### config.mk
export PLATFORM = sky130hd
export DESIGN_NAME = pipe_stage_reg
export DESIGN_NICKNAME = d
export VERILOG_FILES = /design/src/rtl/pipe_stage_reg.sv
export SDC_FILE = /design/constraint.sdc
export NUM_CORES = 1
export LEC_CHECK = 0
export CAP_MARGIN = 20
export CORE_ASPECT_RATIO = 0.75
export CORE_MARGIN = 1
export CORE_UTILIZATION = 45
export CTS_BUF_LIST = sky130_fd_sc_hd__clkbuf_8
export DETAILED_ROUTE_END_ITERATION = 6
export PLACE_DENSITY_LB_ADDON = 0.2
export SYNTH_ARGS = -nofsm -noshare
export SYNTH_HDL_FRONTEND = slang
export SYNTH_SLANG_ARGS = --single-unit
export TNS_END_PERCENT = 5
### constraint.sdc
create_clock -name clk -period 11.6 [get_ports clk]
set_clock_uncertainty 0.15 [all_clocks]
set_input_delay 2.32 -clock clk [delete_from_list [all_inputs] [get_ports clk]]
set_output_delay 2.32 -clock clk [all_outputs]
set_load 0.005 [all_outputs]
### src/rtl/pipe_stage_reg.sv
// Pipeline stage register with valid/ready handshake, one-entry skid buffer, flush and nop.
// Optional saturating stall/bubble counters are enabled with `define PIPE_PERF_CNT_EN.
module pipe_stage_reg #(
  parameter int CTRL_W = 24,
  parameter int DATA_W = 29,
  parameter int PC_W   = 10,
  parameter int CNT_W  = 16
) (
  input  logic              clk,
  input  logic              rst,
  input  logic              in_valid,
  output logic              in_ready,
  input  logic [CTRL_W-1:0] in_ctrl,
  input  logic [DATA_W-1:0] in_data,
  input  logic [PC_W-1:0]   in_pc,
  input  logic              nop,
  input  logic              flush,
  output logic              out_valid,
  input  logic              out_ready,
  output logic [CTRL_W-1:0] out_ctrl,
  output logic [DATA_W-1:0] out_data,
  output logic [PC_W-1:0]   out_pc
`ifdef PIPE_PERF_CNT_EN
  ,
  output logic [CNT_W-1:0]  stall_cnt,
  output logic [CNT_W-1:0]  bubble_cnt
`endif
);

  // Handshake: a transfer happens on a rising edge where valid and ready are both 1;
  // valid never depends on ready, and a held entry stays stable until it is taken.
  typedef enum logic [1:0] {
    S_EMPTY = 2'd0,
    S_ONE   = 2'd1,
    S_FULL  = 2'd3
  } state_t;

  state_t r_state;
  state_t w_state_next;

  logic              w_main_v;
  logic              w_skid_v;
  logic              w_acc;
  logic              w_drn;
  logic              w_load_main_in;
  logic              w_load_main_skid;
  logic              w_load_skid;
  logic [CTRL_W-1:0] w_in_ctrl;

  logic [CTRL_W-1:0] r_main_ctrl;
  logic [DATA_W-1:0] r_main_data;
  logic [PC_W-1:0]   r_main_pc;
  logic [CTRL_W-1:0] r_skid_ctrl;
  logic [DATA_W-1:0] r_skid_data;
  logic [PC_W-1:0]   r_skid_pc;

  assign w_main_v  = (r_state != S_EMPTY);
  assign w_skid_v  = (r_state == S_FULL);
  // Ready comes straight from the skid flop; only reset gates it.
  assign in_ready  = ~w_skid_v & ~rst;
  assign w_acc     = in_valid & in_ready & ~flush;
  assign w_drn     = w_main_v & out_ready;
  assign w_in_ctrl = nop ? '0 : in_ctrl;

  assign out_valid = w_main_v;
  assign out_ctrl  = w_main_v ? r_main_ctrl : '0;
  assign out_data  = r_main_data;
  assign out_pc    = r_main_pc;

  always_ff @(posedge clk or posedge rst) begin
    if (rst) r_state <= S_EMPTY;
    else     r_state <= w_state_next;
  end

  always_comb begin
    w_state_next     = r_state;
    w_load_main_in   = 1'b0;
    w_load_main_skid = 1'b0;
    w_load_skid      = 1'b0;
    if (flush) begin
      w_state_next = S_EMPTY;
    end else begin
      case (r_state)
        S_EMPTY: begin
          if (w_acc) begin
            w_state_next   = S_ONE;
            w_load_main_in = 1'b1;
          end
        end
        S_ONE: begin
          if (w_acc && w_drn) begin
            w_load_main_in = 1'b1;
          end else if (w_acc) begin
            w_state_next = S_FULL;
            w_load_skid  = 1'b1;
          end else if (w_drn) begin
            w_state_next = S_EMPTY;
          end
        end
        S_FULL: begin
          if (w_drn) begin
            w_state_next     = S_ONE;
            w_load_main_skid = 1'b1;
          end
        end
        default: w_state_next = S_EMPTY;
      endcase
    end
  end

  always_ff @(posedge clk or posedge rst) begin
    if (rst) begin
      r_main_ctrl <= '0;
      r_main_data <= '0;
      r_main_pc   <= '0;
      r_skid_ctrl <= '0;
      r_skid_data <= '0;
      r_skid_pc   <= '0;
    end else begin
      if (w_load_main_in) begin
        r_main_ctrl <= w_in_ctrl;
        r_main_data <= in_data;
        r_main_pc   <= in_pc;
      end else if (w_load_main_skid) begin
        r_main_ctrl <= r_skid_ctrl;
        r_main_data <= r_skid_data;
        r_main_pc   <= r_skid_pc;
      end
      if (w_load_skid) begin
        r_skid_ctrl <= w_in_ctrl;
        r_skid_data <= in_data;
        r_skid_pc   <= in_pc;
      end
    end
  end

`ifdef PIPE_PERF_CNT_EN
  logic [CNT_W-1:0] r_stall_cnt;
  logic [CNT_W-1:0] r_bubble_cnt;

  // Both counters stick at all-ones; flush leaves them untouched.
  always_ff @(posedge clk or posedge rst) begin
    if (rst) begin
      r_stall_cnt  <= '0;
      r_bubble_cnt <= '0;
    end else begin
      if (w_main_v && !out_ready && (r_stall_cnt != '1)) r_stall_cnt <= r_stall_cnt + 1'b1;
      if (w_acc && nop && (r_bubble_cnt != '1))          r_bubble_cnt <= r_bubble_cnt + 1'b1;
    end
  end

  assign stall_cnt  = r_stall_cnt;
  assign bubble_cnt = r_bubble_cnt;
`else
  logic [CNT_W-1:0] w_cnt_unused;
  assign w_cnt_unused = '0;
`endif

endmodule

==> run summary, run 1 <==
status = finished, final reports clean
largest family of logic cells by synthesized area = simple AND/OR/NAND/NOR gates
CTS tree = done
clk sinks = 128
Sequential cell area = 3200 sq um
multiplexer share of the synthesized area = 8.14%
antenna-violating nets left = 0
period utilization = 51.2%
top post-synthesis cells by area = dfrtp_1 (58%), a221o_1 (11%), mux2_2 (8.0%)
DP HPWL = 8060 um
Logic pwr share = 29.0%
Rel. slew slack = 38.2%
fin worst setup slack = 5670 ps
first-pass GRT wire length = 21,400 um
Iteration-0 DRC Markers = 276
internal power = 0.00116 W
post-detailed-routing wire length = 13,000 um
Core Area = 11,800 sq um
clock share of power = 26.1%
setup TNS = 0 ps
RSZ-0062 raised after global routing = no
starting density of the core = 46.8%
Power Dens Cells = 216 nW/um^2
clock buffer depth = 2
Max IR drop VDD = 0.000119 V
maxcap violations = 0
diode count = 0
Flop pwr share = 44.9%
Worst EP arrival = 3460 ps
Sw Ratio = 27.5%
vias = 4,043
Slew Limit Fails = 0
Psw = 0.000442 W
CTS H-tree depth = 4
fill cell count = 927
Compound-Gate Fraction of Synth Area = 14.5%
CTS Buf Count = 17
slowest cell delay on critical path = 510 ps
clk root buf = clkbuf_8
min cycle time layout = 5930 ps
yosys warns = 0
cell mode on critical path = clkdlybuf4s50_1
Hold Crit Class = reg -> reg
Post-CTS Hold Buffers = 0
simple-gate share of the synthesized area = 15.1%
Setup Fix Bufs, Post-CTS = 0
I/O Buffers = 133
share of layout cells above drive strength 1 = 13.9%
max frequency = 0.168 GHz
Design Power = 0.00160 W
Post-Synth Adder-Cell Area = 0.907%
critical path class = in -> out
Via density = 5.34
area leader, netlist = dfrtp_1
crit end category = output pin
initial antenna violation count = 0
die height = 97.9 um
WL/cell = 17.2 um
syn_nets = 529
I/O Pins = 134
Worst-path clk slew = 80 ps
Least-Margin Pin Slew = 928 ps
# rows = 34
DRT Pass-1 Iters = 4
largest net degree at the start of global routing = 81
synthesized flop and latch total = 128
nets = 656
XOR/XNOR Fraction of Synth Area = 0%
vias in the first global route = 4,184
Multi-input gate area = 2150 sq um
setup violators final = 0
RePlAce Congestion = 0.762
die width = 130 um
GRT Util Overall = 21.8%
slowest CP cell = clkdlybuf4s50_1
Syn Area/Cell = 12.1 sq um
Yosys top cell area share = 58.1%
Final Hold Viols = 0
CP required = 9130 ps
Lkg Pwr = 3.22 nW
Worst-Skew Late Latency = 430 ps
cells after synthesis = 456
Yosys cell types = 27
Critical Path, Cell by Cell = clkdlybuf4s50_1 > nor2_1 > clkdlybuf4s50_1
die area = 12,700 sq um
Setup WS pre-CTS = 5660 ps
Gates resized, CTS repair = 0
area grow syn2layout = 34.8%
GRT overflow = 0
# DRC = 0
synthesized area = 5520 sq um
CP Launch Type = input pin
sequential area share after synthesis = 58.1%
crit-path max FO = 5
==> layer usage <==
layer  GRT usage (%)  part of all wire, %  wire, um  up-vias
met2            34.1                   47      6170      107
met5               0                    0         0        -
met1            29.2                   46      6020     2039
met4            7.87                  1.3       165        0
li1                -                    -         -     1880
met3            5.70                  5.1       666       17
==> cell families (layout without fill, tap and decap cells) <==
group | Yosys count | after routing
AO/OA/AOI/OAI | 95 | 95
adder cells (fa/ha/maj) | 4 | 4
multiplexers | 40 | 40
flip-flops | 128 | 128
buffers and inverters | 39 | 178
AND/OR/NAND/NOR | 150 | 150
==> placed cells by master (no fill, tap or decap), drive strengths merged <==
master,instances
and2,39
ha,4
a211oi,2
dfrtp,128
nor2,27
nor2b,24
mux2i,1
or3,1
clkinvlp,7
a2bb2oi,1
nand3b,1
a221o,63
clkinv,1
clkdlybuf4s50,133
nand2b,28
nand2,25
bufinv,4
or3b,1
a21oi,1
a22oi,1
nor3b,2
buf,8
o21ai,27
nand3,1
mux2,39
nor3,1
clkbuf,18
inv,7
==> state kept, by name (all words and copies together) (netlist names) <==
signal,count
r_skid_pc,10
out_pc,10
out_data,29
r_main_ctrl,24
r_state,2
r_skid_ctrl,24
r_skid_data,29
==> power groups by stage <==
stage / clock [W] / combinational [W] / sequential [W]
final: 0.000418 / 0.000465 / 0.000720
after global routing: 0.000448 / 0.000507 / 0.000742
after CTS: 0.000428 / 0.000465 / 0.000719
after detailed placement: 0 / 0.000463 / 0.000723
after global placement: 0 / 0.000446 / 0.000714
after floorplan: 0 / 0.000238 / 0.000703
==> final cells by class <==
cell class | count | area share (%)
Multi-Input combinational cell | 289 | 28.9
Inverter | 6 | 0.337
Clock inverter | 13 | 2.51
Clock buffer | 18 | 3.33
Timing Repair Buffer | 141 | 19.1
Sequential cell | 128 | 43.1
Tap cell | 162 | 2.73
==> Yosys cell counts, drive strengths merged <==
master and n:
dfrtp 128, a221o 63, and2 39, mux2 39, nand2b 28, nor2 27, o21ai 27, nand2 25
nor2b 24, clkbuf 18, buf 15, inv 6, ha 4, a211oi 2, nor3b 2, a21oi 1
a22oi 1, a2bb2oi 1, mux2i 1, nand3 1, nand3b 1, nor3 1, or3 1, or3b 1
==> stage by stage <==
step                hold WS (ps)  std cells  utilization (%)  cell area, sq um
floorplan                    300        456                -              5520
global placement             312        723             58.9              6950
detailed placement           320        723             58.9              6950
CTS                          338        754             62.6              7380
global route                 359        757             63.1              7430
finish                       336        757             63.1              7430
==> final timing paths <==
path,slack (ps),depth (start not counted),start,endpoint
max,5670,3,rst,in_ready
min,340,2,r_skid_ctrl[4],r_skid_ctrl[4]
max reg2reg,8460,8,r_state[0],out_data[22]
min reg2reg,340,2,r_skid_ctrl[4],r_skid_ctrl[4]
max in group asynchronous,8010,4,rst,r_skid_pc[0]
min in group asynchronous,2270,2,rst,r_skid_ctrl[9]
==> worst max-delay path: cells and delay by family <==
| family | cells | cell delay, ps |
|---|---|---|
| buffers and inverters | 2 | 1010 |
| and+or+nand+nor | 1 | 130 |
Power figures use the tool's default switching activity.
==> inputs of run 2 (changes only) <==
==> constraint.sdc (replaced) <==
create_clock -name clk -period 4.91 [get_ports clk]
set_clock_uncertainty 0.15 [all_clocks]
set_input_delay 0.982 -clock clk [delete_from_list [all_inputs] [get_ports clk]]
set_output_delay 0.982 -clock clk [all_outputs]
set_load 0.005 [all_outputs]
==> run 2 against run 1 <==
Effect of this change:
- first-iteration DRC count is 6.9% lower
- clock-buffer cell count stayed put
- global-route usage hardly changed
- non-clock buffer count is 1 lower
- setup slack worse by 4200 ps
- hold slack worse by 2.0 ps
- register-to-register slack worse by 6800 ps
- core utilization is 0.13 points lower
- critical path depth is 2 higher
- final area is 0.20% lower
- die area stayed put
- critical endpoint is now out_ctrl[0]
- largest power group unchanged
==> run summary, run 2 (synthesis gave the netlist of run 1 again) <==
Worst EP arrival = 2300 ps (-1160 ps)
commonest non-fill, non-tap cell in the layout = clkdlybuf4s50_1
max frequency = 0.291 GHz
Lkg Pwr = 3.22 nW (+0.22%)
Core Area = 11,800 sq um (unchanged)
Area after DPL = 6970 sq um (+0.29%)
Least-Margin Pin Slew = 1100 ps (+168 ps)
Rel. slew slack = 26.8% (-11 points)
nets = 655 (-0.15%)
fill cell count = 938 (+1.2%)
slowest cell delay on critical path = 540 ps (+30 ps)
clk sinks = 128 (unchanged)
Power Dens Cells = 510 nW/um^2 (+140%)
Worst-path clk slew = 80 ps (about the same)
CTS Buf Count = 17 (unchanged)
Design Power = 0.00379 W (+140%)
post-detailed-routing wire length = 13,000 um (about the same)
CP required = 3780 ps (-5350 ps)
Setup WS pre-CTS = 1380 ps (-4280 ps)
min cycle time layout = 3440 ps
crit end category = output pin
Iteration-0 DRC Markers = 257 (-6.9%)
antenna-violating nets left = 0 (unchanged)
vias in the first global route = 4,158 (-0.62%)
Gates resized, CTS repair = 0 (unchanged)
status = finished, final reports clean
largest net degree at the start of global routing = 74 (-8.6%)
routed wl met2 = 6180 um (+0.21%)
clock buffer depth = 2 (unchanged)
# DRC = 0 (unchanged)
initial antenna violation count = 0 (unchanged)
clk root buf = clkbuf_8
WL/cell = 17.2 um (about the same)
crit-path max FO = 15 (+10)
CTS H-tree depth = 4 (unchanged)
area grow syn2layout = 34.5%
most frequent cells in the layout = clkdlybuf4s50_1 (133), dfrtp_1 (128), a221o_1 (63)
first-pass GRT wire length = 21,200 um (-0.87%)
Worst-Skew Late Latency = 430 ps (about the same)
GRT Util Overall = 21.7% (-0.045 points)
maxcap violations = 0 (unchanged)
# rows = 34 (unchanged)
critical path class = reg -> out
M1 wire length = 6100 um (+1.4%)
setup violators final = 0 (unchanged)
slowest CP cell = clkdlybuf4s50_1
max layer used = met4
RSZ-0062 raised after global routing = no
CP Launch Type = register
Slew Limit Fails = 0 (unchanged)
RePlAce Congestion = 0.746 (-2.1%)
Routed met3 length = 522 um (-22%)
setup TNS = 0 ps (unchanged)
GRT overflow = 0 (unchanged)
Critical Path, Cell by Cell = inv_1 > ha_1 > buf_8 > nor2b_1 > clkdlybuf4s50_1
CTS tree = done
die area = 12,700 sq um (unchanged)
DRT Pass-1 Iters = 4 (unchanged)
vias = 4,058 (+0.37%)
fin worst setup slack = 1470 ps (-4190 ps)
diode count = 0 (unchanged)
Post-CTS Hold Buffers = 0 (unchanged)
I/O Pins = 134 (unchanged)
starting density of the core = 46.8% (unchanged)
Final Hold Viols = 0 (unchanged)
share of layout cells above drive strength 1 = 13.8% (-0.17 points)
die width = 130 um (unchanged)
Hold Crit Class = reg -> reg
DP HPWL = 8280 um (+2.7%)
die height = 97.9 um (unchanged)
Setup Fix Bufs, Post-CTS = 0 (unchanged)
period utilization = 70.0%
fin util = 63.0% (-0.13 points)
Max IR drop VDD = 0.000297 V (+150%)
Final Cell Area = 7420 sq um (-0.20%)
Via density = 5.36 (+0.37%)
I/O Buffers = 133 (unchanged)
-- run 2: power by group --
part	leakage, nW	switching, W	total (W)	internal [W]
clock network	0.212	0.000422	0.000987	0.000566
registers	1.64	0.000236	0.00171	0.00147
logic	1.38	0.000382	0.00109	0.000706
-- run 2: worst paths after layout --
check | startpoint | endpoint | slack (ps) | depth (start not counted)
hold / removal | r_skid_ctrl[17] | r_skid_ctrl[17] | 330 | 2
max in group asynchronous | rst | r_main_ctrl[16] | 2780 | 3
min in group asynchronous | rst | r_main_ctrl[13] | 970 | 2
hold reg to reg | r_skid_ctrl[17] | r_skid_ctrl[17] | 330 | 2
setup / recovery | r_state[0] | out_ctrl[0] | 1470 | 5
setup reg to reg | r_state[0] | out_data[17] | 1710 | 8
-- run 2: stage by stage --
stage / hold slack, ps / std cells
floorplan: 300 / 456
global placement: 314 / 724
detailed placement: 321 / 724
CTS: 337 / 756
global route: 355 / 757
finish: 334 / 757
-- run 2: critical path: cells and delay by family (launching register included) --
kind	cells	cell delay [ps]
fa+ha+maj	1	420
buf+inv	3	870
flops	1	400
simple gates	1	180
-- run 2: routing by layer --
layer / GRT usage, % / vias to the layer above
met1: 29.9 / 2045
met2: 33.3 / 110
met3: 4.77 / 16
met5: 0 / -
li1: - / 1887
met4: 9.12 / 0
-- run 2: layout make-up --
class | instances | area, sq um | area share [%]
clock inverter | 14 | 190 | 2.56
inverter | 6 | 25.0 | 0.337
sequential | 128 | 3200 | 43.2
clock buffer | 18 | 248 | 3.34
timing repair buffer | 140 | 1400 | 18.9
tap | 162 | 203 | 2.73
multi-input combinational | 289 | 2150 | 28.9
==> inputs of run 3 (changes only) <==
==> constraint.sdc (replaced) <==
create_clock -name clk -period 3.3 [get_ports clk]
set_clock_uncertainty 0.15 [all_clocks]
set_input_delay 0.66 -clock clk [delete_from_list [all_inputs] [get_ports clk]]
set_output_delay 0.66 -clock clk [all_outputs]
set_load 0.005 [all_outputs]
==> run 3 against run 2 <==
Effect of this change:
- core utilization rose by 0.80 points
- clock power up 65%
- routed wire length fell by 2.8%
- largest cell class unchanged
- via count is 0.54% lower
==> run summary, run 3 (synthesis gave the netlist of run 1 again) <==
CP required = 2490 ps (-1290 ps)
reg2reg end = out_data[20]
period utilization = 91.9%
I/O Buffers = 133 (unchanged)
vias in the first global route = 4,041 (-2.8%)
Iteration-0 DRC Markers = 276 (+7.4%)
vias = 4,036 (-0.54%)
initial antenna violation count = 0 (unchanged)
CTS H-tree depth = 4 (unchanged)
RSZ-0062 raised after global routing = no
nets = 657 (+0.31%)
most frequent cells in the layout = clkdlybuf4s50_1 (133), dfrtp_1 (128), a221o_1 (63)
I/O Pins = 134 (unchanged)
diode count = 0 (unchanged)
post-detailed-routing wire length = 12,700 um (-2.8%)
Gates resized, CTS repair = 0 (unchanged)
RePlAce Congestion = 0.807 (+8.2%)
crit end category = output pin
# rows = 34 (unchanged)
die width = 130 um (unchanged)
slowest cell delay on critical path = 450 ps (-90 ps)
Worst-path clk slew = 70 ps (about the same)
Via density = 5.32 (-0.80%)
Final Hold Viols = 0 (unchanged)
cells on worst reg2reg path = 7 (-1)
DP HPWL = 8090 um (-2.3%)
Lkg Pwr = 3.27 nW (+1.5%)
Slew Limit Fails = 0 (unchanged)
Hold Path Stages = 2 (unchanged)
Worst-Skew Late Latency = 410 ps (-20 ps)
slowest CP cell = clkdlybuf4s50_1
maxcap violations = 0 (unchanged)
Rel. slew slack = 47.3% (+20 points)
hold_sp = r_skid_ctrl[1]
area grow syn2layout = 36.2%
Final Cell Area = 7510 sq um (+1.3%)
die height = 97.9 um (unchanged)
clk sinks = 128 (unchanged)
DRT Pass-1 Iters = 4 (unchanged)
clock buffer depth = 2 (unchanged)
status = finished, final reports clean
setup violators final = 0 (unchanged)
CP Launch Type = register
fill cell count = 908 (-3.2%)
share of layout cells above drive strength 1 = 13.9% (+0.12 points)
die area = 12,700 sq um (unchanged)
max frequency = 0.330 GHz
Sequential cell area = 3200 sq um (unchanged)
Power Dens Cells = 769 nW/um^2 (+51%)
Area after DPL = 7030 sq um (+0.88%)
CTS Buf Count = 17 (unchanged)
Hold Crit Class = reg -> reg
Max IR drop VDD = 0.000392 V (+32%)
Critical Path, Cell by Cell = inv_1 > ha_1 > buf_4 > nor2b_1 > clkdlybuf4s50_1
GRT Util Overall = 20.7% (-1.1 points)
worst r2r src = r_state[0]
WL/cell = 16.7 um (-3.1%)
Setup Fix Bufs, Post-CTS = 0 (unchanged)
starting density of the core = 46.8% (unchanged)
clk root buf = clkbuf_8
delay-heaviest family, CP = buffers and inverters
min cycle time layout = 3030 ps
Least-Margin Pin Slew = 789 ps (-307 ps)
Post-CTS Hold Buffers = 0 (unchanged)
critical path class = reg -> out
antenna-violating nets left = 0 (unchanged)
WHS Endpoint = r_skid_ctrl[1]
Worst EP arrival = 2220 ps (-80 ps)
CP Buf/Inv Count = 3 (unchanged)
crit-path max FO = 20 (+5)
commonest non-fill, non-tap cell in the layout = clkdlybuf4s50_1
Core Area = 11,800 sq um (unchanged)
# DRC = 0 (unchanged)
CTS tree = done
first-pass GRT wire length = 20,100 um (-4.9%)
largest net degree at the start of global routing = 64 (-14%)
setup TNS = 0 ps (unchanged)
GRT overflow = 0 (unchanged)
Multi-input gate area = 2150 sq um (unchanged)
Reg2Reg Setup Slack = 660 ps (-1050 ps)
[run 3: changes by cell type in the layout (fill, tap and decap cells not counted), sizes merged]
cell	before	now
buf	7	9
bufinv	4	6
clkinv	4	2
clkinvlp	4	3
inv	8	9
[run 3: worst register-to-register path: cells and delay by family (launching register included)]
family / cells / cell delay (ps)
buffers and inverters: 2 / 400
adders and majority gates: 1 / 420
and+or+nand+nor: 3 / 1010
DFF: 1 / 420
AOI/OAI and AO/OA: 1 / 190
[run 3: metrics by stage]
step / util [%] / power (W) / worst slack [ps] / instances / hold slack (ps)
4_1_cts: 63.8 / 0.00583 / 216 / 759 / 337
3_5_place_dp: 59.6 / 0.00418 / 400 / 727 / 321
5_1_grt: 63.8 / 0.00610 / 107 / 759 / 359
2_1_floorplan: - / 0.00331 / 909 / 456 / 300
3_3_place_gp: 59.6 / 0.00410 / 472 / 727 / 312
6_report: 63.8 / 0.00577 / 268 / 759 / 335
[run 3: layer usage]
metal | up-vias | GRT usage [%] | share of wire [%] | routed length (um)
met5 | - | 0 | 0 | 0
met4 | 0 | 7.78 | 0.99 | 125
met3 | 10 | 5.15 | 4.7 | 593
met2 | 118 | 32.1 | 48 | 6100
met1 | 2021 | 28.0 | 46 | 5840
li1 | 1887 | - | - | -
[run 3: cell type report]
class                      count  area share, %
multi-input combinational    289           28.6
inverter                       6          0.350
sequential                   128           42.6
tap                          162           2.70
timing repair buffer         142           19.3
clock inverter                14           3.16
clock buffer                  18           3.30
[run 3: worst max-delay path by stage]
stage,startpoint,to,slack [ps],depth (start not counted)
after global placement,rst,out_data[20],470,6
after floorplan,rst,out_data[0],910,1
after detailed placement,rst,r_main_ctrl[12],400,6
final,r_state[0],out_ctrl[23],270,5
after CTS,r_state[0],out_ctrl[12],220,5
after global routing,r_state[1],out_ctrl[12],110,5
[run 3: where the power goes]
part	switching, W	internal, W	leakage (nW)
Sequential	0.000341	0.00219	1.64
Combinational	0.000565	0.00105	1.39
Clock	0.000627	0.000999	0.242
